===== config.mk =====
export PLATFORM = sky130hd
export DESIGN_NAME = imem_load_controller
export DESIGN_NICKNAME = d
export VERILOG_FILES = /design/src/rtl/imem_load_controller.sv
export SDC_FILE = /design/constraint.sdc
export NUM_CORES = 1
export LEC_CHECK = 0
export CELL_PAD_IN_SITES_DETAIL_PLACEMENT = 0
export CELL_PAD_IN_SITES_GLOBAL_PLACEMENT = 1
export CORE_ASPECT_RATIO = 0.8
export CORE_MARGIN = 2
export CORE_UTILIZATION = 37
export CTS_CLUSTER_DIAMETER = 80
export CTS_CLUSTER_SIZE = 12
export DETAILED_ROUTE_END_ITERATION = 10
export DONT_BUFFER_PORTS = 1
export PLACE_DENSITY = 0.73
export SETUP_SLACK_MARGIN = 0.05
export SYNTH_ARGS = -nofsm -noshare
export SYNTH_HDL_FRONTEND = slang
export SYNTH_SLANG_ARGS = --single-unit

===== constraint.sdc =====
create_clock -name clk -period 1.7 [get_ports clk]
set_input_delay 0.34 -clock clk [delete_from_list [all_inputs] [get_ports clk]]
set_output_delay 0.34 -clock clk [all_outputs]
set_load 0.03 [all_outputs]

===== src/rtl/imem_load_controller.sv =====
// Instruction-memory boot loader: streams load_len words into the word-addressed
// instruction memory while stalling the core, then passes fetch addresses through.
module imem_load_controller #(
  parameter int DEPTH  = 64,
  parameter int ADDR_W = 6,
  parameter int DATA_W = 32
) (
  input  logic              clk,
  input  logic              reset,
  input  logic              start,
  input  logic [ADDR_W:0]   load_len,
  input  logic              in_valid,
  input  logic [DATA_W-1:0] in_data,
  output logic              in_ready,
  output logic              mem_we,
  output logic [ADDR_W-1:0] mem_waddr,
  output logic [DATA_W-1:0] mem_wdata,
  input  logic [31:0]       fetch_addr,
  output logic [ADDR_W-1:0] mem_raddr,
  output logic              cpu_stall,
  output logic              done,
  output logic              len_err,
  output logic              fetch_oob
);

  localparam logic [ADDR_W:0] LP_DEPTH = (ADDR_W+1)'(DEPTH);

  typedef enum logic [1:0] {
    ST_IDLE = 2'd0,
    ST_LOAD = 2'd1,
    ST_RUN  = 2'd2
  } state_t;

  state_t              r_state;
  state_t              w_next_state;
  logic [ADDR_W-1:0]   r_wptr;
  logic [ADDR_W:0]     r_len_q;
  logic                r_len_err;
  logic                r_fetch_oob;

  logic                w_start_ok;
  logic                w_len_bad;
  logic                w_accept;
  logic                w_reject;
  logic                w_hs;
  logic                w_last;
  logic                w_fetch_beyond;

  function automatic logic len_too_big(input logic [ADDR_W:0] len);
    return len > LP_DEPTH;
  endfunction

  assign w_start_ok     = start && (r_state != ST_LOAD);
  assign w_len_bad      = len_too_big(load_len);
  assign w_last         = ({1'b0, r_wptr} == (r_len_q - 1'b1));
  // Full-width compare: high fetch bits must count, not just the truncated index.
  assign w_fetch_beyond = (fetch_addr >= {{(32-ADDR_W-1){1'b0}}, r_len_q});

  always_ff @(posedge clk or negedge reset) begin
    if (!reset) begin
      r_state <= ST_IDLE;
    end else begin
      r_state <= w_next_state;
    end
  end

  always_comb begin
    w_next_state = r_state;
    w_accept     = 1'b0;
    w_reject     = 1'b0;
    w_hs         = 1'b0;
    in_ready     = 1'b0;
    mem_we       = 1'b0;
    mem_waddr    = '0;
    mem_wdata    = '0;
    mem_raddr    = '0;
    cpu_stall    = 1'b1;
    done         = 1'b0;

    if (w_start_ok) begin
      if (w_len_bad) begin
        w_reject = 1'b1;
      end else begin
        w_accept = 1'b1;
      end
    end

    case (r_state)
      ST_IDLE: begin
        if (w_accept) begin
          w_next_state = (load_len == '0) ? ST_RUN : ST_LOAD;
        end
      end
      ST_LOAD: begin
        in_ready = 1'b1;
        if (in_valid) begin
          w_hs      = 1'b1;
          mem_we    = 1'b1;
          mem_waddr = r_wptr;
          mem_wdata = in_data;
          if (w_last) begin
            w_next_state = ST_RUN;
          end
        end
      end
      ST_RUN: begin
        cpu_stall = 1'b0;
        done      = 1'b1;
        mem_raddr = fetch_addr[ADDR_W-1:0];
        if (w_accept && (load_len != '0)) begin
          w_next_state = ST_LOAD;
        end
      end
      default: begin
        w_next_state = ST_IDLE;
      end
    endcase
  end

  // A zero-length start still records len_q=0, so every later fetch counts as beyond.
  always_ff @(posedge clk or negedge reset) begin
    if (!reset) begin
      r_wptr      <= '0;
      r_len_q     <= '0;
      r_len_err   <= 1'b0;
      r_fetch_oob <= 1'b0;
    end else begin
      if (w_reject) begin
        r_len_err <= 1'b1;
      end
      if (w_accept) begin
        r_len_q <= load_len;
        r_wptr  <= '0;
      end else if (w_hs) begin
        r_wptr <= r_wptr + 1'b1;
      end
      if ((r_state == ST_RUN) && w_fetch_beyond) begin
        r_fetch_oob <= 1'b1;
      end
    end
  end

  assign len_err   = r_len_err;
  assign fetch_oob = r_fetch_oob;

endmodule


==> results.json, run 1 <==
{
  "status": "finished, violations left",
  "failed_checks": "negative setup slack",
  "power_density_nw_per_um2": 1120,
  "dr.pass1.iters": 4,
  "clkSinkCount": 17,
  "hold_violations": 0,
  "grt_pass1_wl_microns": 6640,
  "synth_area_per_cell_sq_um": 8.48,
  "synth_seq_area_share_pct": 29.0,
  "drive_above_1_share_pct": 49.6,
  "die-area_sq_um": 4490,
  "worst-path-stages": 4,
  "endpoint": "mem_wdata[27]",
  "ys_ff_latch": 17,
  "ir_drop_mv": 0.573,
  "synth-edff-count": 0,
  "critPathLaunch": "r_state[1]$_DFFE_PN0P_",
  "num_rows": 20,
  "overflow": 0,
  "crit_family": "simple AND/OR/NAND/NOR gates",
  "gp_congestion": 0.902,
  "stdcell_area_sq_um": 2360,
  "min_period_over_period_pct": 114,
  "pwr-share-seq_pct": 29.0,
  "power.internal_uw": 1490,
  "synthCells": 173,
  "fmax_ghz": 0.516,
  "via_per_inst": 5.26,
  "power.leakage_uw": 0.00108,
  "nets": 317,
  "cts_tree": "yes",
  "critPathCaptureType": "output pin",
  "ys_top_cells_by_area": "dfrtp_1 (29%), and2_1 (18%), ha_1 (7.7%), xnor2_1 (4.2%), xor2_1 (4.2%)",
  "start_kind": "register",
  "layout_min_cycle_time_ns": 1.94,
  "cts_buffer_depth": 2,
  "fin_skew_ns": 0.00730,
  "critical_path.max_fanout": 19,
  "slew_viol_final": 0,
  "portBuffers": 0,
  "final_common_cell": "buf_6",
  "fin_util_pct": 62.0,
  "hp-class": "input pin to register",
  "cp.buffers_inverters": 2,
  "drt_drc_violations_left": 0,
  "core_sq_um": 3800,
  "antennaDiodeCount": 0,
  "r2r_cells": 6,
  "die_x_microns": 74.4,
  "antenna_found_initial": 0,
  "routed_wl_microns": 4470,
  "start_util_pct": 38.6,
  "chipHeight_microns": 60.3,
  "syn2layout_area_growth_pct": 60.8,
  "placed_cell_area_sq_um": 1930,
  "grt_start_max_net_pins": 39,
  "drv_cap": 0,
  "switching_share_pct": 43.6,
  "grtUsageTotal_pct": 19.3,
  "regToRegStartpoint": "r_len_q[0]$_DFFE_PN0N_",
  "drtIter0Drc": 65,
  "fin_hold_ws_ns": 0.202,
  "synth_top_area_share_pct": 29.0,
  "cts_made_buffers": 3,
  "syn_nets": 257,
  "synthesis.area_sq_um": 1470,
  "avgRoutedWirePerCell_microns": 15.6,
  "layout_setup_ws_ns": -0.238,
  "vias": 1509,
  "pwr-share-comb_pct": 59.2,
  "insertion_delay_ns": 0.26,
  "cpMaxStageDelayCell": "and3b_4",
  "postRouteAntennaNets": 0,
  "clockRootBuffer": "clkbuf_8",
  "synth_top_cell_by_area": "dfrtp_1",
  "cp_cell_sequence": "and3b_4 -> clkbuf_16 -> and2_1 -> buf_6",
  "required_ns": 1.36,
  "path_clk_slew_ns": 0.07,
  "worst_slew_pin_slew_ns": 0.789,
  "htree_levels": 1,
  "setup_viol": 38,
  "ys.warnings.count": 0,
  "p_clk_share_pct": 11.8,
  "worstSetupPathType": "register to output pin",
  "dp_hpwl_microns": 3410,
  "slew_headroom_pct": 47.2,
  "reg2reg_to": "fetch_oob$_DFFE_PN0P_",
  "io_pins": 125,
  "p_switching_uw": 1160,
  "grt_setup_unrepaired": "yes",
  "r2r_slack_ns": 0.07,
  "synth.distinct_cells": 41,
  "slowest_delay_ns": 0.44,
  "synthArstFlopShare_pct": 100,
  "crit_arrival_ns": 1.60,
  "synthFlopType": "dfrtp_1",
  "grt_pass1_vias": 1473,
  "final_cell_mix": "buf_6 (44), and2_4 (23), and2_1 (19)"
}
worst min path at each step:
stage	start	slack, ns	end	cells past startpoint
after floorplan	reset	0.04	fetch_oob$_DFFE_PN0P_	0
final	load_len[2]	0.20	r_len_q[2]$_DFFE_PN0N_	2
after global routing	load_len[2]	0.20	r_len_q[2]$_DFFE_PN0N_	2
after CTS	load_len[5]	0.20	r_len_q[5]$_DFFE_PN0N_	2
after global placement	reset	0.04	r_len_q[6]$_DFFE_PN0N_	0
after detailed placement	reset	0.04	len_err$_DFFE_PN0P_	0
kinds of logic (layout without fill, tap and decap cells):
| kind of cell | count (synthesis) | in the layout | share of synthesized area, % |
|---|---|---|---|
| buffers and inverters | 18 | 77 | 5.29 |
| DFF | 17 | 17 | 29.0 |
| muxes | 1 | 1 | 0.683 |
| adders and majority gates | 9 | 9 | 7.68 |
| AOI/OAI and AO/OA | 23 | 23 | 12.8 |
| and+or+nand+nor | 91 | 91 | 36.2 |
| xor gates and xnor gates | 14 | 14 | 8.36 |
flip-flops by register name, indices dropped and copies added, names as in the netlist:
name / cells
r_len_q: 7
fetch_oob: 1
len_err: 1
r_state: 2
r_wptr: 6
cell type report:
type                    count  area [sq um]
fillers                   303          1450
clock inverters             1          7.51
flip-flops and latches     17           425
clock buffers               3          41.3
multi-input cells         138          1100
inverters                  11          43.8
repair buffers             62           676
well taps                  55          68.8
stage by stage:
stage	setup WS, ns	TNS, ns	total power [uW]	cells
after floorplan	0.0539	0	1620	173
after global placement	-0.0168	-0.0300	1950	275
after detailed placement	-0.0615	-0.894	2020	275
after CTS	-0.186	-6.24	2490	281
after global routing	-0.291	-9.99	2840	287
final	-0.238	-7.62	2650	287
synth_stat cells, types with 2 or more instances:
cell	count
ha_1	9
nand3_1	2
nand3b_1	3
dfrtp_1	17
clkbuf_1	4
nand2b_1	3
o21ai_0	5
nor4_1	7
inv_1	10
xnor2_1	7
a211oi_1	2
o21ai_2	4
and2_1	42
nand2_1	9
xor2_1	7
buf_2	2
nor2_1	12
nand4_1	5
what timing repair did:
item,4_1_cts,5_1_grt
buffers inserted,1,6
cloned,0,1
endpoints found under the setup margin,49,48
resized for setup,48,39
hold buffers,1,0
pin swaps,4,6
hold endpoints to repair,17,0
worst reg2reg max path: stages, from the launching register on:
cell and delay [ns]:
dfrtp_1 0.42, ha_1 0.28, nand2b_4 0.14, a21o_1 0.17
a211oi_2 0.18, nor4_1 0.06, a211o_1 0.28
per-layer routing:
layer	part of all wire [%]	up-vias	global-route usage (%)
met5	0	-	0
met4	1.6	0	7.40
met3	5.9	8	5.06
met2	54	64	33.4
met1	38	724	23.1
li1	-	713	-
power by group through the flow:
stage	Combinational, uW	Clock, uW	Sequential (uW)
floorplan	911	0	706
finish	1570	312	769
CTS	1430	319	749
global route	1700	346	790
global placement	1210	0	748
detailed placement	1260	0	755
Power figures use the tool's default switching activity.
==> run 2, diff against run 1 <==
--- a/config.mk
+++ b/config.mk
@@ -14,7 +14,7 @@
 export CTS_CLUSTER_SIZE = 12
 export DETAILED_ROUTE_END_ITERATION = 10
 export DONT_BUFFER_PORTS = 1
-export PLACE_DENSITY = 0.73
+export PLACE_DENSITY = 0.86
 export SETUP_SLACK_MARGIN = 0.05
 export SYNTH_ARGS = -nofsm -noshare
 export SYNTH_HDL_FRONTEND = slang
==> run 2 against run 1 <==
Effect of this change:
- the flow still finishes with violations (negative setup slack)
- non-clock buffer count shrank 2
- sequential power down 1%
- flip-flop and latch count unchanged
- hold slack worse by 0.0025 ns
- final area is 0.48% higher
- combinational power hardly changed
==> results.json, run 2 (synthesis results as in run 1) <==
{
  "start_util_pct": 38.6,
  "fin_setup_tns_ns": -5.78,
  "vias": 1452,
  "fmax_ghz": 0.526,
  "core_sq_um": 3800,
  "slowest_delay_ns": 0.41,
  "routed_wl_microns": 4630,
  "fin_skew_ns": 0.00507,
  "via_per_inst": 5.09,
  "drv_cap": 0,
  "overflow": 0,
  "hp-class": "input pin to register",
  "stdcell_area_sq_um": 2370,
  "r2r_slack_ns": 0.10,
  "nets": 315,
  "power.leakage_uw": 0.00109,
  "worst_slew_pin_slew_ns": 0.825,
  "slew_headroom_pct": 44.8,
  "insertion_delay_ns": 0.26,
  "final_common_cell": "buf_6",
  "grtUsageTotal_pct": 17.7,
  "crit_arrival_ns": 1.56,
  "worstSetupPathType": "register to output pin",
  "failed_checks": "negative setup slack",
  "slew_viol_final": 0,
  "grt_pass1_vias": 1327,
  "top_regs": "r_len_q x7, r_wptr x6, r_state x2",
  "chipHeight_microns": 60.3,
  "critPathCaptureType": "output pin",
  "drive_above_1_share_pct": 48.7,
  "layout_setup_ws_ns": -0.201,
  "placed_cell_area_sq_um": 1930,
  "cts_made_buffers": 3,
  "antennaDiodeCount": 0,
  "postRouteAntennaNets": 0,
  "crit_family": "simple AND/OR/NAND/NOR gates",
  "antenna_found_initial": 0,
  "die-area_sq_um": 4490,
  "cts_buffer_depth": 2,
  "status": "finished, violations left",
  "largest_register": "r_len_q",
  "final_cell_mix": "buf_6 (42), and2_1 (22), and2_4 (20)",
  "fin_util_pct": 62.3,
  "drt_drc_violations_left": 0,
  "cp_cell_sequence": "and3b_4 -> clkbuf_16 -> and2_1 -> buf_6",
  "grt_pass1_wl_microns": 6090,
  "cts_tree": "yes",
  "dr.pass1.iters": 4,
  "clkSinkCount": 17,
  "avgRoutedWirePerCell_microns": 16.3,
  "die_x_microns": 74.4,
  "drtIter0Drc": 55,
  "clockRootBuffer": "clkbuf_8",
  "ir_drop_mv": 0.448,
  "io_pins": 125,
  "power_density_nw_per_um2": 1110,
  "syn2layout_area_growth_pct": 61.6,
  "cpMaxStageDelayCell": "and3b_4",
  "start_kind": "register",
  "pre_cts_ws_ns": -0.0315,
  "required_ns": 1.36,
  "critical_path.max_fanout": 20,
  "min_period_over_period_pct": 112,
  "largest_reg_flops": 7,
  "layout_min_cycle_time_ns": 1.90,
  "grt_setup_unrepaired": "yes",
  "dp_hpwl_microns": 3230,
  "cp.buffers_inverters": 2,
  "grt_start_max_net_pins": 42,
  "num_rows": 20,
  "hold_violations": 0,
  "path_clk_slew_ns": 0.07,
  "setup_viol": 37,
  "portBuffers": 0,
  "fin_hold_ws_ns": 0.199,
  "htree_levels": 1,
  "gp_congestion": 0.768
}
## run 2: cell types whose count changed in the layout (fill, tap and decap cells not counted), sizes merged
cell | previous run | this run
clkinv | 0 | 1
clkinvlp | 1 | 0
buf | 60 | 58
## run 2: through the flow
stage,power (uW),cells
floorplan,1620,173
global placement,1950,273
detailed placement,1990,273
CTS,2450,279
global route,2810,285
finish,2640,285
## run 2: layout make-up
class / count / area, sq um
fill: 318 / 1430
multi-input combinational: 138 / 1110
timing repair buffer: 60 / 673
clock buffer: 3 / 41.3
inverter: 11 / 46.3
clock inverter: 1 / 5.00
sequential: 17 / 425
tap: 55 / 68.8
## run 2: power by group
group          internal, uW  switching, uW  total, uW
Combinational           764            806       1570
Sequential              549            211        760
Clock                   163            146        309
## run 2: repair_timing
action,CTS,global route
pin swaps,3,14
hold endpoints to repair,17,0
hold buffers,1,0
setup buffers,1,5
resized for setup,54,35
endpoints found under the setup margin,49,49
cloned,0,1
## run 2: layer usage
metal / GRT usage, % / part of all wire, % / vias to the layer above
met3: 5.90 / 5.9 / 6
met2: 28.2 / 50 / 43
li1: - / - / 707
met4: 2.30 / 0.93 / 0
met1: 24.2 / 43 / 696
met5: 0 / 0 / -
## run 2: worst paths after layout
check	from	end	cells past startpoint
worst max-delay path	r_state[1]$_DFFE_PN0P_	mem_wdata[3]	4
worst min-delay path	load_len[1]	r_len_q[1]$_DFFE_PN0N_	2
worst max register to register	r_state[1]$_DFFE_PN0P_	r_wptr[5]$_DFFE_PN0P_	6
worst min register to register	r_len_q[5]$_DFFE_PN0N_	r_len_q[5]$_DFFE_PN0N_	2
max in group asynchronous	reset	r_wptr[2]$_DFFE_PN0P_	1
min in group asynchronous	reset	len_err$_DFFE_PN0P_	1
